File: src/rtl/serial_addsub_pkg.sv
// Shared types for the bit-serial adder/subtractor: FSM state encoding.
package serial_addsub_pkg;

    typedef enum logic [1:0] {
        IDLE = 2'd0,
        RUN  = 2'd1,
        DONE = 2'd2
    } state_t;

endpackage

File: src/rtl/serial_addsub_full_adder_cell.sv
// One-bit full adder assembled from two half adders and an OR gate.
module full_adder_cell (
    input  logic a,
    input  logic b,
    input  logic ci,
    output logic s,
    output logic co
);

    logic s1, c1, c2;

    assign s1 = a ^ b;
    assign c1 = a & b;
    assign s  = s1 ^ ci;
    assign c2 = s1 & ci;
    assign co = c1 | c2;

endmodule

File: src/rtl/serial_addsub.sv
// Bit-serial add/subtract: one result bit per clock, LSB first, through a
// single full-adder cell and a 1-bit carry register.
module serial_addsub
    import serial_addsub_pkg::*;
#(
    parameter int W = 8
) (
    input  logic         clk,
    input  logic         rst_n,
    input  logic         start,
    input  logic         sub,
    input  logic         cin,
    input  logic [W-1:0] a,
    input  logic [W-1:0] b,
    output logic         busy,
    output logic         done,
    output logic [W-1:0] sum,
    output logic         cout,
    output logic         ovf
);

    // One extra counter bit so W = 2^k never wraps before the last compare.
    localparam int CW = $clog2(W) + 1;

    state_t        state;
    logic [CW-1:0] cnt;
    logic          carry;
    logic [W-1:0]  a_sh, b_sh;
    logic [W-2:0]  acc;
    logic          fa_s, fa_co;
    logic          accept, last;

    assign accept = (state == IDLE) && start;
    assign last   = (state == RUN) && (cnt == CW'(W - 1));

    full_adder_cell u_fa (
        .a  (a_sh[0]),
        .b  (b_sh[0]),
        .ci (carry),
        .s  (fa_s),
        .co (fa_co)
    );

    always_ff @(posedge clk or negedge rst_n) begin
        if (!rst_n) begin
            state <= IDLE;
            busy  <= 1'b0;
            done  <= 1'b0;
        end else begin
            case (state)
                IDLE: if (start) begin
                    state <= RUN;
                    busy  <= 1'b1;
                end
                RUN: if (last) begin
                    state <= DONE;
                    done  <= 1'b1;
                end
                DONE: begin
                    state <= IDLE;
                    busy  <= 1'b0;
                    done  <= 1'b0;
                end
                default: begin
                    state <= IDLE;
                    busy  <= 1'b0;
                    done  <= 1'b0;
                end
            endcase
        end
    end

    // Subtraction is a + ~b + 1: invert b at load and seed the carry with 1.
    always_ff @(posedge clk or negedge rst_n) begin
        if (!rst_n) begin
            cnt   <= '0;
            carry <= 1'b0;
            a_sh  <= '0;
            b_sh  <= '0;
            acc   <= '0;
            sum   <= '0;
            cout  <= 1'b0;
            ovf   <= 1'b0;
        end else if (accept) begin
            cnt   <= '0;
            carry <= sub ? 1'b1 : cin;
            a_sh  <= a;
            b_sh  <= sub ? ~b : b;
            acc   <= '0;
        end else if (state == RUN) begin
            cnt   <= cnt + CW'(1);
            carry <= fa_co;
            a_sh  <= a_sh >> 1;
            b_sh  <= b_sh >> 1;
            acc   <= (W-1)'({fa_s, acc} >> 1);
            if (last) begin
                sum  <= {fa_s, acc};
                cout <= fa_co;
                ovf  <= carry ^ fa_co;
            end
        end
    end

endmodule

File: config.mk
export PLATFORM = sky130hd
export DESIGN_NAME = serial_addsub
export DESIGN_NICKNAME = d
export VERILOG_FILES = /design/src/rtl/serial_addsub_pkg.sv /design/src/rtl/serial_addsub_full_adder_cell.sv /design/src/rtl/serial_addsub.sv
export SDC_FILE = /design/constraint.sdc
export NUM_CORES = 1
export LEC_CHECK = 0
export ABC_AREA = 1
export CAP_MARGIN = 20
export CORE_MARGIN = 3
export CORE_UTILIZATION = 50
export DETAILED_ROUTE_END_ITERATION = 10
export PLACE_DENSITY_LB_ADDON = 0.08
export SLEW_MARGIN = 30
export SYNTH_ARGS = -nofsm -noshare
export SYNTH_HDL_FRONTEND = slang
export SYNTH_SLANG_ARGS = --single-unit
File: constraint.sdc
create_clock -name clk -period 1.5 [get_ports clk]
set_input_delay 0.45 -clock clk [delete_from_list [all_inputs] [get_ports clk]]
set_output_delay 0.45 -clock clk [all_outputs]
set_load 0.05 [all_outputs]
# ---- After elaboration in Yosys (flattened, before gate mapping)
# Cells that the tools add are included.
dict set report totals {
  register_bits 42
  in_bits 21
  out_inout_bits 12
  elab_cells 53
}
dict set report op_classes {
  add_sub_neg 1
  n_eq_ne 4
  n_mux 19
  bitwise_logic 10
  reduce_logical 8
}
# op count
set ops {}
lappend ops {{$mux W8} 5}
lappend ops {{$mux W7} 2}
lappend ops {{$mux W4} 2}
lappend ops {{$not A8 Y8} 1}
lappend ops {{$reduce_and A2 Y1} 3}
lappend ops {{$mux W1} 5}
lappend ops {{$add A4 B1 Y4 const B} 1}
lappend ops {{$eq A4 B3 Y1 const B} 1}
lappend ops {{$mux W2} 2}
lappend ops {{$ne A2 B2 Y1 const B} 2}
lappend ops {{$pmux W1 S2} 2}
lappend ops {{$pmux W2 S2} 1}
lappend ops {{$not A1 Y1} 3}
lappend ops {{$reduce_and A3 Y1} 1}
lappend ops {{$xor A1 B1 Y1} 3}
lappend ops {{$and A1 B1 Y1} 2}
lappend ops {{$eq A2 B1 Y1 const B} 1}
lappend ops {{$logic_and A1 B1 Y1} 2}
lappend ops {{$logic_not A2 Y1} 1}
lappend ops {{$reduce_bool A2 Y1} 1}
lappend ops {{$or A1 B1 Y1} 1}

# ---- Longest topological paths before layout
dict set report depth {
  word_depth 5
  depth_mapped 7
  ltp_nobuf 7
}

# ---- Cells and area by module
# From an unflattened synthesis, not the netlist that was laid out.
dict set report hier_totals {
  hier_cells 196
  area_unflattened_um2 1841.8
}
# module instances cells_per_inst area_per_inst_um2 seq_area_each_um2
set by_module_without_submodules {}
lappend by_module_without_submodules {serial_addsub 1 195 1821.7 1051.0}
lappend by_module_without_submodules {full_adder_cell 1 1 20.0 0.0}

# ---- Worst setup path after synthesis
# OpenSTA, ideal clock, no wires.
dict set report synth_timing {
  kind {reg2reg}
  from {register carry}
  to {register ovf}
  setup_ns 0.122
  arrival_time_ns 1.134
  required_time_ns 1.378
  path_slack_ns 0.244
  path_stages_with_launch 4
  n_path_buf 0
  period_less_slack_ns 1.256
  cell_sequence {dfrtp_1 -> fa_1 -> xnor2_1 -> o21ai_2}
}
dict set report synth_between {
  elab_chain_cells 3
}
# item line
set synth_lines {}
lappend synth_lines {{from (decl)} serial_addsub.sv:27} ;# logic carry;
lappend synth_lines {{from (signal assigned)} serial_addsub.sv:86} ;# carry <= sub ? 1'b1 : cin;
lappend synth_lines {{from (signal assigned)} serial_addsub.sv:92} ;# carry <= fa_co;
lappend synth_lines {{$and A1 B1 Y1} serial_addsub_full_adder_cell.sv:15} ;# assign c2 = s1 & ci;
lappend synth_lines {{$or A1 B1 Y1} serial_addsub_full_adder_cell.sv:16} ;# assign co = c1 | c2;
lappend synth_lines {{named net fa_co} serial_addsub.sv:30} ;# logic fa_s, fa_co;
lappend synth_lines {{$xor A1 B1 Y1} serial_addsub.sv:99} ;# ovf <= carry ^ fa_co;
lappend synth_lines {{to (signal assigned)} serial_addsub.sv:99}
lappend synth_lines {{to (decl)} serial_addsub.sv:19} ;# output logic ovf
# The timed path passes the listed nets, and every way through them passes these cells.
# A chain may end at the register's enable or synchronous reset.

# ---- Final worst setup path
# Ends and elaborated chain as after synthesis.

==> flow_metrics.tcl <==
set metrics [dict create \
    status "finished clean" \
    drc_errors 0 \
    syn_inst 196 \
    cp_cell_sequence "fa_1 > xnor2_1 > o21ai_2" \
    postRouteAntennaNets 0 \
    synth_area_leaders "dfrtp_1, nand2_1, nand3_1, o21ai_2, xor2_1" \
    max_clock_freq_ghz 0.748 \
    antenna_found_initial 0 \
    crit_path_start_kind "flop" \
    ys_types 21 \
    die_y_um 66.6 \
    netlist_area_um2 1840 \
    power.density_nw_per_um2 2110 \
    first_iter_violations 83 \
    grt_usage 0.191 \
    viasPerCell 5.00 \
    rrSetupSlack_ps 160 \
    postSynth.asyncResetShare 1.00 \
    gp_congestion 0.797 \
    critPathMaxFanout 3 \
    crit_type "reg -> reg" \
    syn-mean-instance-area_um2 9.36 \
    areaGrowthSynthToFinish_pct 34.2 \
    dieArea_um2 4430 \
    drv_slew 0 \
    drt-wirelength-per-cell_um 12.4 \
    ys.flop_type "dfrtp_1" \
    cp.required_ps 1670 \
    portBuffers 32 \
    multi_input_area_um2 681 \
    yosys.area.top_type "dfrtp_1" \
    vias 1419 \
    drtPass1Iterations 4 \
    slew_headroom 0.735 \
    synth_edf_count 0 \
    drv_cap 0 \
    synth.most_common_cell "nand2_1" \
    synth-seq-cells 42 \
    clock-root-buffer "clkbuf_8" \
    arrival_ps 1510 \
    fin_nets 261 \
    grt_pass1_vias 1486 \
    grt_max_degree 27 \
    vdd_ir_drop_max_v 0.000847 \
    cts.path.max_buffers 2 \
    grtUsageMet1 0.227 \
    reg2reg_to "ovf$_DFFE_PN0P_" \
    skew_ps 4.11 \
    yosysSeqAreaShare 0.573 \
    htree_levels 2 \
    setup_viol 0 \
    grt_pass1_wl_um 6380 \
    hold_class "in -> async" \
    yosys_warnings 0 \
    initial_core_util 0.533 \
    cp_num_buf_inv 0 \
    cp_top_family "adder cells" \
    timing.rr.start "carry$_DFFE_PN0P_" \
    register_area_um2 1050 \
    core_um2 3440 \
    leakage_nw 1.19 \
    crit_path_max_incr_delay_ps 480 \
    synthTopCellsByCount "nand2_1, dfrtp_1, nand3_1" \
    r2r_cells 3 \
    numCtsBuffers 5 \
    cts_tree "done" \
    global_route.usage.met3 0.0506 \
    busiest_layer "met2" \
    p_total_mw 5.20 \
    drt-total-wl_um 3530 \
    clk_latency_ps 290 \
    cts_resized 0 \
    hold_buffers 0 \
    period_share 0.891 \
    worstMarginPinSlew_ps 397 \
    dpl.hpwl_um 2680 \
    n_antenna_cell 0 \
    grt_setup_unrepaired "no" \
    synth_fp_nets 219 \
    clk_pin_slew_ps 70 \
    grt_use_met2 0.327 \
    crit_slowest_cell "fa_1" \
    period_needed_ps 1340 \
    crit_path_end_kind "flop" \
    nFillCells 270 \
    synth_top_area_share 0.573 \
    hold_viol_final 0 \
    drive_above_1_share 0.172 \
    grt-ovfl-total 0 \
    final_core_util 0.715 \
    die_w_um 66.6 \
    io_pins 33 \
    num_rows 21 \
    numClockSinks 42 \
]
## repair_timing
action,CTS,global route
endpoints found under the setup margin,0,2
hold endpoints to repair,0,0
buffers inserted,0,2
## registers in the layout, summed over array words and instances, names as in the netlist
signal / cells
b_sh: 8
ovf: 1
state: 2
cnt: 4
a_sh: 8
acc: 7
sum: 8
done: 1
busy: 1
carry: 1
cout: 1
## cells in the final DEF (no fill, tap or decap)
cell             synthesis  layout
o21ai_1                  1       1
o21ai_2                  7       7
xnor2_1                  2       2
buf_2                    2       1
nand2_1                 76      76
clkbuf_1                 0       2
o21ai_0                  8       8
dfrtp_1                 42      42
buf_4                    3       7
clkdlybuf4s50_1          0      19
nand2_4                  1       1
inv_1                   11      11
fa_1                     1       1
a21oi_1                  2       2
nor2_4                   2       2
clkbuf_8                 0       5
xor2_1                   7       7
nand3_1                 17      17
o22ai_1                  5       5
buf_12                   0      15
ha_1                     1       1
inv_2                    2       2
nor2_2                   1       1
nor2_1                   3       3
## layout make-up
class,instances,area share
repair buffers,42,0.223
well taps,46,0.0234
inverters,13,0.0198
clock buffers,7,0.0310
flip-flops and latches,42,0.427
multi-input cells,134,0.276
## how the worst max path moves through the flow
stage	from	end	slack [ps]	depth (start not counted)
2_1_floorplan	carry$_DFFE_PN0P_	ovf$_DFFE_PN0P_	240	3
3_3_place_gp	start	acc[6]$_DFFE_PN0P_	-60	4
3_5_place_dp	start	a_sh[2]$_DFFE_PN0P_	-100	6
4_1_cts	cnt[0]$_DFFE_PN0P_	sum[0]$_DFFE_PN0P_	130	7
5_1_grt	cnt[0]$_DFFE_PN0P_	ovf$_DFFE_PN0P_	60	7
6_report	carry$_DFFE_PN0P_	ovf$_DFFE_PN0P_	160	3
## through the flow
stage                     hold WS [ps]  worst slack (ps)  std cells  setup TNS [ps]  area, µm²
after floorplan                    154               244        196               0       1840
after global placement             392             -59.4        275            -977       2360
after detailed placement           400             -98.6        275           -1420       2360
after CTS                         86.2               126        282               0       2430
after global routing               106              59.7        284               0       2460
final                             83.0               164        284               0       2460
## report_power, final
group	internal, mW	total (mW)	switching [mW]
sequential	1.62	1.98	0.363
clock	0.320	0.666	0.346
combinational	1.15	2.55	1.40
total	3.09	5.20	2.11
## cells by family (layout without fill, tap and decap cells)
family,Yosys count,count (layout),synth area share
AOI/OAI and AO/OA,23,23,0.0804
xor gates and xnor gates,9,9,0.0429
adders and majority gates,2,2,0.0177
buffers and inverters,20,62,0.0566
DFF,42,42,0.573
and+or+nand+nor,100,100,0.230
## worst reg2reg max path: cells and delay by family (launching register included)
family | cells | cell delay, ps
fa+ha+maj | 1 | 480
compound gates | 1 | 80
xor+xnor | 1 | 240
flops | 1 | 420
## per-layer routing
| metal | up-vias | share of wire |
|---|---|---|
| met3 | 4 | 0.053 |
| met5 | - | 0 |
| met1 | 675 | 0.42 |
| li1 | 704 | - |
| met2 | 36 | 0.51 |
| met4 | 0 | 0.011 |
Power figures use the tool's default switching activity.
==> edit: new RTL, same flow settings <==
The parameter `W` goes from 8 to 16.
--- a/src/rtl/serial_addsub.sv
+++ b/src/rtl/serial_addsub.sv
@@ -5,3 +5,3 @@
 #(
-    parameter int W = 8
+    parameter int W = 16
 ) (
Interface: changed (resized a, b and sum); port bits go from 33 to 57. The function was not compared with the original's and may differ.
==> edit against the unedited design <==
Worst hold slack improved by 0.42 ns. Setup slack got worse by 0.093 ns. Area after synthesis increased by 91%. Wire length increased by 110%. Design area increased by 91%. Total power increased by 90%. Sequential power increased by 77%. Die area increased by 82%. Synthesized cell count increased by 96%. Sequential cell count increased by 33.
==> edit: results (changes against the unedited design) <==
Met3 Routed Length=376 µm (+100%); port bufs=56 (+75%); via-per-instance ratio=5.23 (+4.6%); hold slack final=0.501 ns (+0.418 ns); sequential fraction of the synthesis area=0.535 (-0.0380); flop2flop setup slack=0.07 ns (-0.09 ns); CTS buffer count=9 (+4); Setup WS pre-CTS=-0.167 ns (-0.0681 ns); grt met2 use=0.320 (-0.00718); layout cells sized above 1=0.220 (+0.0472); Pleak=0.00223 µW (+87%); total track usage=0.195 (+0.00438); DR WL met2=3560 µm (+98%); average size of a mapped cell=9.14 µm² (-2.4%); Regs by FF count=a_sh: 16 flops, b_sh: 16 flops, sum: 16 flops; WP data arrival=1.67 ns (+0.16 ns); GR Layer Usage met1=0.248 (+0.0207); Slowest-stage cell, CP=dfrtp_1; H-tree Lvls=3 (+1); Slew HR=0.685 (-0.0506); Nets=486 (+86%); Max VDD drop=0.00151 V (+79%); synth top area cells=dfrtp_1 53%, nand2_1 10%, nand3_1 9.4%; Net Sw Frac=0.401 (-0.00567); status=completed; Inst Count DP=526 (+91%); initial DRC count=86 (+3.6%); largest net degree at the start of global routing=38 (+41%); met1 wire length=3270 µm (+120%)
edit: power by group through the flow:
stage | sequential (µW) | clock, µW | combinational (µW)
3_5_place_dp | 3530 | 0 | 4630
3_3_place_gp | 3500 | 0 | 4540
5_1_grt | 3590 | 1840 | 5040
4_1_cts | 3500 | 1740 | 4670
6_report | 3500 | 1710 | 4670
2_1_floorplan | 4180 | 0 | 2110
edit: worst max-delay path, delay by kind of cell, from the launching register on:
family	cells	cell delay, ns
adder cells (fa/ha/maj)	2	0.41
flip-flops	1	0.37
AND/OR/NAND/NOR	3	0.25
buffers and inverters	2	0.22
AO/OA/AOI/OAI	1	0.07
edit: final timing paths:
check	from	end	cells past startpoint
worst max-delay path	cnt[1]	sum[5]	8
worst max register to register	cnt[1]	sum[5]	8
max in group asynchronous	rst_n	b_sh[11]	3
min in group asynchronous	rst_n	sum[10]	2
worst min register to register	b_sh[7]	b_sh[6]	2
worst min-delay path	b_sh[7]	b_sh[6]	2
edit: layout make-up:
type	instances	area [µm²]
flip-flops and latches	75	1880
clock inverters	6	88.8
clock buffers	10	128
repair buffers	75	996
multi-input cells	244	1340
well taps	93	116
inverters	41	154
fillers	508	1870
edit: repair_timing:
| item | 4_1_cts | 5_1_grt |
|---|---|---|
| pin swaps | 2 | 2 |
| hold buffers | 1 | 0 |
| gates resized for setup | 2 | 10 |
| setup endpoints to repair | 18 | 8 |
| hold endpoints to repair | 1 | 0 |
| cloned | 0 | 1 |
edit: logic make-up (layout without fill, tap and decap cells):
logic type                 Yosys count  count (layout)  synth area share
and+or+nand+nor                    200             200             0.264
DFF                                 75              75             0.535
xor gates and xnor gates             2               2           0.00499
adders and majority gates            3               3            0.0128
buffers and inverters               65             132            0.0927
AOI/OAI and AO/OA                   39              39            0.0909
